$ cat config.mk
export PLATFORM = sky130hd
export DESIGN_NAME = i2s_tx
export DESIGN_NICKNAME = d
export VERILOG_FILES = /design/src/rtl/i2s_tx.sv
export SDC_FILE = /design/constraint.sdc
export NUM_CORES = 1
export LEC_CHECK = 0
export CAP_MARGIN = 20
export CORE_UTILIZATION = 40
export DETAILED_ROUTE_END_ITERATION = 12
export GPL_ROUTABILITY_DRIVEN = 0
export PLACE_DENSITY = 0.62
export SLEW_MARGIN = 20
export SYNTH_ARGS = -nofsm -noshare
export SYNTH_HDL_FRONTEND = slang
export SYNTH_SLANG_ARGS = --single-unit
export TNS_END_PERCENT = 1
$ cat constraint.sdc
create_clock -name clk -period 3.3 [get_ports clk]
set_clock_uncertainty 0.2 [all_clocks]
set_input_delay 0.66 -clock clk [delete_from_list [all_inputs] [get_ports clk]]
set_output_delay 0.66 -clock clk [all_outputs]
set_load 0.01 [all_outputs]
$ cat src/rtl/i2s_tx.sv
// Master-mode I2S transmitter: pulls DW-bit samples from a FIFO read port and
// serializes them MSB first on BCLK/LRCLK/SDATA, left slot then right slot.
module i2s_tx #(
    parameter int DW      = 24,
    parameter int SLOT_W  = 32,
    parameter int CLK_DIV = 4
) (
    input  logic          clk,
    input  logic          rst_n,
    input  logic          i_en,
    output logic          o_rd,
    input  logic [DW-1:0] i_rdata,
    input  logic          i_rempty,
    output logic          o_bclk,
    output logic          o_lrclk,
    output logic          o_sdata,
    output logic          o_underflow,
    output logic          o_busy
);

    localparam int DCW = (CLK_DIV > 1) ? $clog2(CLK_DIV) : 1;
    localparam int BCW = (SLOT_W > 1) ? $clog2(SLOT_W) : 1;

    typedef enum logic {IDLE, RUN} state_t;

    state_t            state, state_nx;
    logic [DCW-1:0]    div_ctr, div_nx;
    logic [BCW-1:0]    bit_ctr, bit_nx;
    logic [SLOT_W-1:0] shreg, shreg_nx;
    logic [DW-1:0]     hold, hold_nx;
    logic              bclk_nx, lrclk_nx, sdata_nx;
    logic              first, first_nx;
    logic              fall;

    assign o_busy = (state == RUN);

    always_comb begin
        // NOTE: every variable gets a default first so no path leaves one unassigned (no latches).
        state_nx    = state;
        div_nx      = div_ctr;
        bit_nx      = bit_ctr;
        shreg_nx    = shreg;
        hold_nx     = hold;
        bclk_nx     = o_bclk;
        lrclk_nx    = o_lrclk;
        sdata_nx    = o_sdata;
        first_nx    = first;
        fall        = 1'b0;
        o_rd        = 1'b0;
        o_underflow = 1'b0;

        case (state)
            IDLE: begin
                if (i_en) begin
                    state_nx = RUN;
                    div_nx   = '0;
                    bit_nx   = BCW'(SLOT_W - 2);
                    lrclk_nx = 1'b1;
                    first_nx = 1'b1;
                end
            end
            RUN: begin
                if (div_ctr == DCW'(CLK_DIV - 1)) begin
                    div_nx  = '0;
                    bclk_nx = ~o_bclk;
                    fall    = o_bclk;
                end else begin
                    div_nx = div_ctr + DCW'(1);
                end

                if (fall) begin
                    bit_nx = (bit_ctr == BCW'(SLOT_W - 1)) ? '0 : bit_ctr + BCW'(1);
                    if (bit_nx == BCW'(SLOT_W - 1)) begin
                        // Fetch point: flip channel, shift out the last bit of the old slot.
                        lrclk_nx = ~o_lrclk;
                        shreg_nx = shreg << 1;
                        sdata_nx = shreg[SLOT_W-2];
                        first_nx = 1'b0;
                        if (!lrclk_nx && !i_en && !first) begin
                            state_nx = IDLE;
                            div_nx   = '0;
                            bit_nx   = '0;
                            shreg_nx = '0;
                            hold_nx  = '0;
                            bclk_nx  = 1'b0;
                            lrclk_nx = 1'b1;
                            sdata_nx = 1'b0;
                        end else if (!i_rempty) begin
                            o_rd    = 1'b1;
                            hold_nx = i_rdata;
                        end else begin
                            hold_nx     = '0;
                            o_underflow = 1'b1;
                        end
                    end else if (bit_nx == '0) begin
                        // Slot start, one BCLK after the LRCLK edge.
                        shreg_nx = SLOT_W'(hold) << (SLOT_W - DW);
                        sdata_nx = hold[DW-1];
                    end else begin
                        shreg_nx = shreg << 1;
                        sdata_nx = shreg[SLOT_W-2];
                    end
                end
            end
            default: state_nx = IDLE;
        endcase
    end

    always_ff @(posedge clk or negedge rst_n) begin
        if (!rst_n) begin
            // NOTE: hold and shreg are plain registers, so they are cleared here like the counters.
            state   <= IDLE;
            div_ctr <= '0;
            bit_ctr <= '0;
            shreg   <= '0;
            hold    <= '0;
            first   <= 1'b0;
            o_bclk  <= 1'b0;
            o_lrclk <= 1'b1;
            o_sdata <= 1'b0;
        end else begin
            // NOTE: non-blocking so every flop samples the pre-edge values together.
            state   <= state_nx;
            div_ctr <= div_nx;
            bit_ctr <= bit_nx;
            shreg   <= shreg_nx;
            hold    <= hold_nx;
            first   <= first_nx;
            o_bclk  <= bclk_nx;
            o_lrclk <= lrclk_nx;
            o_sdata <= sdata_nx;
        end
    end

endmodule
==> impl_metrics.ini, run 1 <==
[status]
outcome = finished clean

[cells_and_area]
nFillCells = 628
syn2layout_area_growth_pct = 24.1
fin_util_pct = 51.6
num_antenna_cells = 0
layout-drive-gt1-share_pct = 22.1
nets = 318

[timing]
setup_violations = 0
min_period_ns = 3.18
max_freq_mhz = 315
worst_pin_slew_ns = 0.896
slew_violations = 0
slew_headroom_pct = 39.0
hold_ws_ns = 0.263
hold_violations = 0
rsz0062_at_grt = false
fin_crit_sh_pct = 96.2
setup_slack_ns = 0.125

[detailed_routing]
drt_iter0_drc = 145
vias_per_cell = 5.55
totalWireLength_mm = 6.27
drtPass1Iterations = 4
vias = 2135
wire_per_inst_um = 16.3
drc_errors = 0
ant_nets = 0

[global_route]
grt_remaining_overflow = 0
grt_pass1_vias = 2171
grt_pass1_wl_mm = 10.6
antenna_found_initial = 0
grt_max_degree = 60
groute.usage.overall_pct = 18.8

[power]
p_seq_share_pct = 38.6
power.internal_uw = 2030
p_sw_uw = 1100
power_density_nw_per_um2 = 894
pwr-share-clk_pct = 23.8
peakVddDrop_mv = 0.319
combPwrFrac_pct = 37.6
swShare_pct = 35.2
leakage_uw = 0.00149
p_total_uw = 3140

[placed_design]
dp_hpwl_mm = 3.77
dp_slack_ns = -0.00436
numPortBuffers = 33

[clock_network]
numCtsBuffers = 9
ctsHtreeMaxLevel = 3
cts_root_buf = clkbuf_8
clkLatencyLatePin_ns = 0.33
cts_max_path_buffers = 2
cts.sinks = 59
clkTransAtPathRegs_ns = 0.07
cts_tree = built

[synth]
ys_warn_count = 0
yosys-top-cells-count = 58 x dfrtp_1, 31 x nand2_1, 25 x a22o_1
ys_seq_area_share_pct = 52.3
syn_inst = 242
synth_seq_cells = 59
synth.most_common_cell = dfrtp_1
synth_area_leaders = dfrtp_1 51%, a22o_1 7.7%, a32oi_1 7.1%, o21ai_2 6.2%, nand2_1 4.1%
syn_nets = 276
synth_edf_count = 0
netlist_area_um2 = 2830
netlist.area_leader.share_pct = 51.4
synth.lib_cells_used.distinct = 45
avgSynthCellArea_um2 = 11.7
async_flop_share_pct = 100
yosysTopAreaCell = dfrtp_1
synthFlopType = dfrtp_1

[critical_path]
required_ns = 2.44
start_kind = flop
worstSetupEndpointType = output port
max_stage_delay_ns = 0.41
r2r_start = bit_ctr[1]
arrival_ns = 2.32
worstPathMaxFanout = 3
cp_slowest_cell = a2111oi_4
crit_chain = ha_1, and3_1, ha_1, and3b_2, nand2_2, a2111oi_4, buf_2
timing.critical_path.from = bit_ctr[0]
worst_path_most_repeated_cell = ha_1
crit_type = flop to output port

[floorplan]
die_area_um2 = 7410
initial_core_util_pct = 41.6
rows = 30
dieHeight_um = 86.1
coreArea_um2 = 6790
chipWidth_um = 86.1
io-pin-count = 34

[hold_path]
hold_class = input pin to asynchronous set/reset pin

[run]
drv_cap = 0
==> routing by layer <==
layer  global-route usage, %  vias up  wire [um]
met4                    8.18        0         87
met3                    4.14        8        165
met1                    25.1     1080       3010
met2                    29.4       33       3010
li1                        -     1014          -
met5                       0        -          0
==> sequential cells by signal, summed over array words and instances, names as in the netlist <==
name	flops
bit_ctr	5
div_ctr	2
first	1
hold	24
o_bclk	1
o_busy	1
o_lrclk	1
o_sdata	1
shreg	23
==> cell usage in the layout (no fill, tap or decap), drive strengths merged, types with 2 or more instances in the layout <==
cell / instances
a211oi: 2
a21o: 3
a21oi: 8
a221oi: 2
a22o: 25
a32oi: 23
and3b: 2
buf: 19
bufinv: 2
clkbuf: 12
clkdlybuf4s50: 30
clkinv: 3
dfrtp: 58
ha: 6
inv: 2
mux2i: 3
nand2: 31
nor2: 5
nor2b: 3
nor3b: 3
o21ai: 29
==> worst paths after layout <==
path / endpoint / slack [ns] / cells past startpoint
hold reg to reg: shreg[29] / 0.29 / 2
hold / removal: hold[23] / 0.26 / 2
min in group clk: shreg[29] / 0.29 / 2
setup / recovery: o_rd / 0.12 / 7
setup reg to reg: shreg[30] / 0.45 / 9
max in group asynchronous: div_ctr[1] / 2.13 / 2
==> repair_timing <==
item,CTS,global route
pin swaps,1,1
endpoints found under the setup margin,2,2
endpoints found under the hold margin,0,0
buffers inserted,0,1
hold buffers,0,0
resized for setup,2,8
==> power by group through the flow <==
stage               clock (uW)  sequential [uW]  combinational, uW
finish                     745             1210               1180
floorplan                    0             1190                847
detailed placement           0             1220               1180
CTS                        762             1210               1180
global route               797             1240               1310
global placement             0             1210               1140
==> kinds of logic after synthesis <==
logic type	after synthesis	synth area share, %
xor+xnor	1	0.310
compound gates	99	28.7
simple gates	53	9.39
flops	59	52.3
fa+ha+maj	6	2.66
mux	3	1.64
buf+inv	21	5.00
==> per-stage QoR <==
stage               setup TNS [ns]  cells  instance area, um^2
floorplan                        0    242                 2830
global placement                 0    368                 3280
detailed placement        -0.00436    368                 3280
CTS                              0    384                 3500
global route                     0    385                 3510
finish                           0    385                 3510
==> critical path: cells and delay by family (launching register included) <==
kind / cells / cell delay, ns
buffers and inverters: 1 / 0.21
and+or+nand+nor: 3 / 0.48
DFF: 1 / 0.38
adders and majority gates: 2 / 0.49
AOI/OAI and AO/OA: 1 / 0.41
==> area by class of cell <==
cell class	count	area (um^2)	area share (%)
flip-flops and latches	59	1480	42.1
multi-input cells	162	1220	34.8
repair buffers	50	455	13.0
clock buffers	11	151	4.32
well taps	96	120	3.42
clock inverters	5	75.1	2.14
inverters	2	7.51	0.214
No activity file was read; power rests on OpenSTA's default activity.
==> run 2, diff against run 1 <==
--- a/config.mk
+++ b/config.mk
@@ -5,6 +5,7 @@
 export SDC_FILE = /design/constraint.sdc
 export NUM_CORES = 1
 export LEC_CHECK = 0
+export ABC_CLOCK_PERIOD_IN_PS = 3300
 export CAP_MARGIN = 20
 export CORE_UTILIZATION = 40
 export DETAILED_ROUTE_END_ITERATION = 12
==> results of run 2 <==
No change in the layout: final DEF, timing and power equal those of run 1.
==> run 3, diff against run 2 <==
--- a/config.mk
+++ b/config.mk
@@ -11,6 +11,7 @@
 export DETAILED_ROUTE_END_ITERATION = 12
 export GPL_ROUTABILITY_DRIVEN = 0
 export PLACE_DENSITY = 0.62
+export REMOVE_ABC_BUFFERS = 1
 export SLEW_MARGIN = 20
 export SYNTH_ARGS = -nofsm -noshare
 export SYNTH_HDL_FRONTEND = slang
==> run 3 against run 2 <==
  * Flip-flop and latch count stayed put
  * Sequential power hardly changed
  * Final cell count down 0.52%
  * Register-to-register slack improved by 0.03 ns
  * Critical path type unchanged
  * Largest cell class unchanged
==> impl_metrics.ini, run 3 (synthesis results as in run 1) <==
[detailed_routing]
vias_per_cell = 5.51
drc_errors = 0
drtPass1Iterations = 4
drt_iter0_drc = 120
ant_nets = 0
vias = 2110
wire_per_inst_um = 15.8
totalWireLength_mm = 6.06

[cells_and_area]
num_antenna_cells = 0
regMostFlops = hold
top_regs = hold (24), shreg (23), bit_ctr (5)
nets = 317
mostFrequentLayoutCell = dfrtp_1
largest_reg_flops = 24
finalInstanceArea_um2 = 3450
layout-drive-gt1-share_pct = 19.5
mostFrequentLayoutCells = 58 x dfrtp_1, 30 x nand2_1, 30 x clkdlybuf4s50_1
nFillCells = 603
syn2layout_area_growth_pct = 22.1

[clock_network]
ctsHtreeMaxLevel = 3
clkLatencyLatePin_ns = 0.33
cts_tree = built
cts_root_buf = clkbuf_8
numCtsBuffers = 9
cts.sinks = 59
cts_max_path_buffers = 2
clkTransAtPathRegs_ns = 0.07

[timing]
slew_headroom_pct = 37.1
rsz0062_at_grt = false
fin_crit_sh_pct = 96.0
max_freq_mhz = 316
worst_pin_slew_ns = 0.942
setup_violations = 0
hold_violations = 0
min_period_ns = 3.17
slew_violations = 0
setup_slack_ns = 0.131

[floorplan]
chipWidth_um = 86.1
io-pin-count = 34
dieHeight_um = 86.1
rows = 30
initial_core_util_pct = 41.6
coreArea_um2 = 6790
die_area_um2 = 7410

[power]
leakage_uw = 0.00145
power_density_nw_per_um2 = 864
p_total_uw = 2980
peakVddDrop_mv = 0.357

[critical_path]
arrival_ns = 2.31
worstPathMaxFanout = 3
start_kind = flop
regToRegSetupSlack_ns = 0.48
worstSetupEndpointType = output port
required_ns = 2.44
crit_type = flop to output port
reg2regPathDepth = 9

[run]
drv_cap = 0

[global_route]
groute.usage.overall_pct = 18.3
grt_remaining_overflow = 0
grt_max_degree = 60
grt_pass1_wl_mm = 10.4
antenna_found_initial = 0
grt_pass1_vias = 2046

[placed_design]
numPortBuffers = 33
dp_slack_ns = 0.0641
dp_hpwl_mm = 3.81
place_area_um2 = 3280

[status]
outcome = finished clean

[hold_path]
hold_class = input pin to asynchronous set/reset pin
==> run 3: cell type report <==
class / instances / area [um^2] / share of cell area (%)
flip-flops and latches: 59 / 1480 / 42.8
repair buffers: 49 / 452 / 13.1
well taps: 96 / 120 / 3.48
clock buffers: 13 / 139 / 4.02
multi-input cells: 162 / 1220 / 35.3
clock inverters: 2 / 37.5 / 1.09
inverters: 2 / 7.51 / 0.217
==> run 3: repair_timing <==
item,CTS,global route
hold buffers,0,0
buffers inserted,0,0
endpoints found under the setup margin,2,1
resized for setup,5,1
==> run 3: final timing paths <==
path                       startpoint          end
min in group clk            shreg[24]    shreg[24]
setup / recovery           bit_ctr[0]  o_underflow
setup reg to reg           bit_ctr[0]     shreg[9]
hold reg to reg             shreg[24]    shreg[24]
hold / removal                  rst_n     hold[13]
max in group asynchronous       rst_n        first
==> run 3: where the power goes <==
group / leakage (uW) / internal (uW) / switching [uW] / total [uW]
logic: 0.000614 / 532 / 614 / 1150
clock network: 0.0000837 / 346 / 268 / 614
registers: 0.000754 / 1030 / 196 / 1220
total: 0.00145 / 1900 / 1080 / 2980
==> run 3: stage by stage <==
step | setup TNS (ns) | hold slack (ns) | util, % | std cells
final | 0 | 0.266 | 50.8 | 383
after global routing | 0 | 0.316 | 50.8 | 383
after CTS | 0 | 0.293 | 50.9 | 383
after detailed placement | 0 | 0.276 | 48.3 | 368
after global placement | 0 | 0.265 | 48.3 | 368
after floorplan | -0.399 | 0.164 | - | 223
==> run 3: per-layer routing <==
layer | vias up | track usage (%) | wire length, um
met1 | 1040 | 26.1 | 2930
met4 | 0 | 6.82 | 58
met5 | - | 0 | 0
li1 | 1009 | - | -
met3 | 7 | 5.10 | 256
met2 | 54 | 26.3 | 2820
==> run 3: critical path, cell delays in order (launching register included) <==
cell and delay (ns):
dfrtp_1 0.38, ha_1 0.22, and3_1 0.19, ha_1 0.28, and3b_1 0.19, nand2_2 0.09, a21o_1 0.17, nor3b_1 0.18
dlygate4sd2_1 0.29
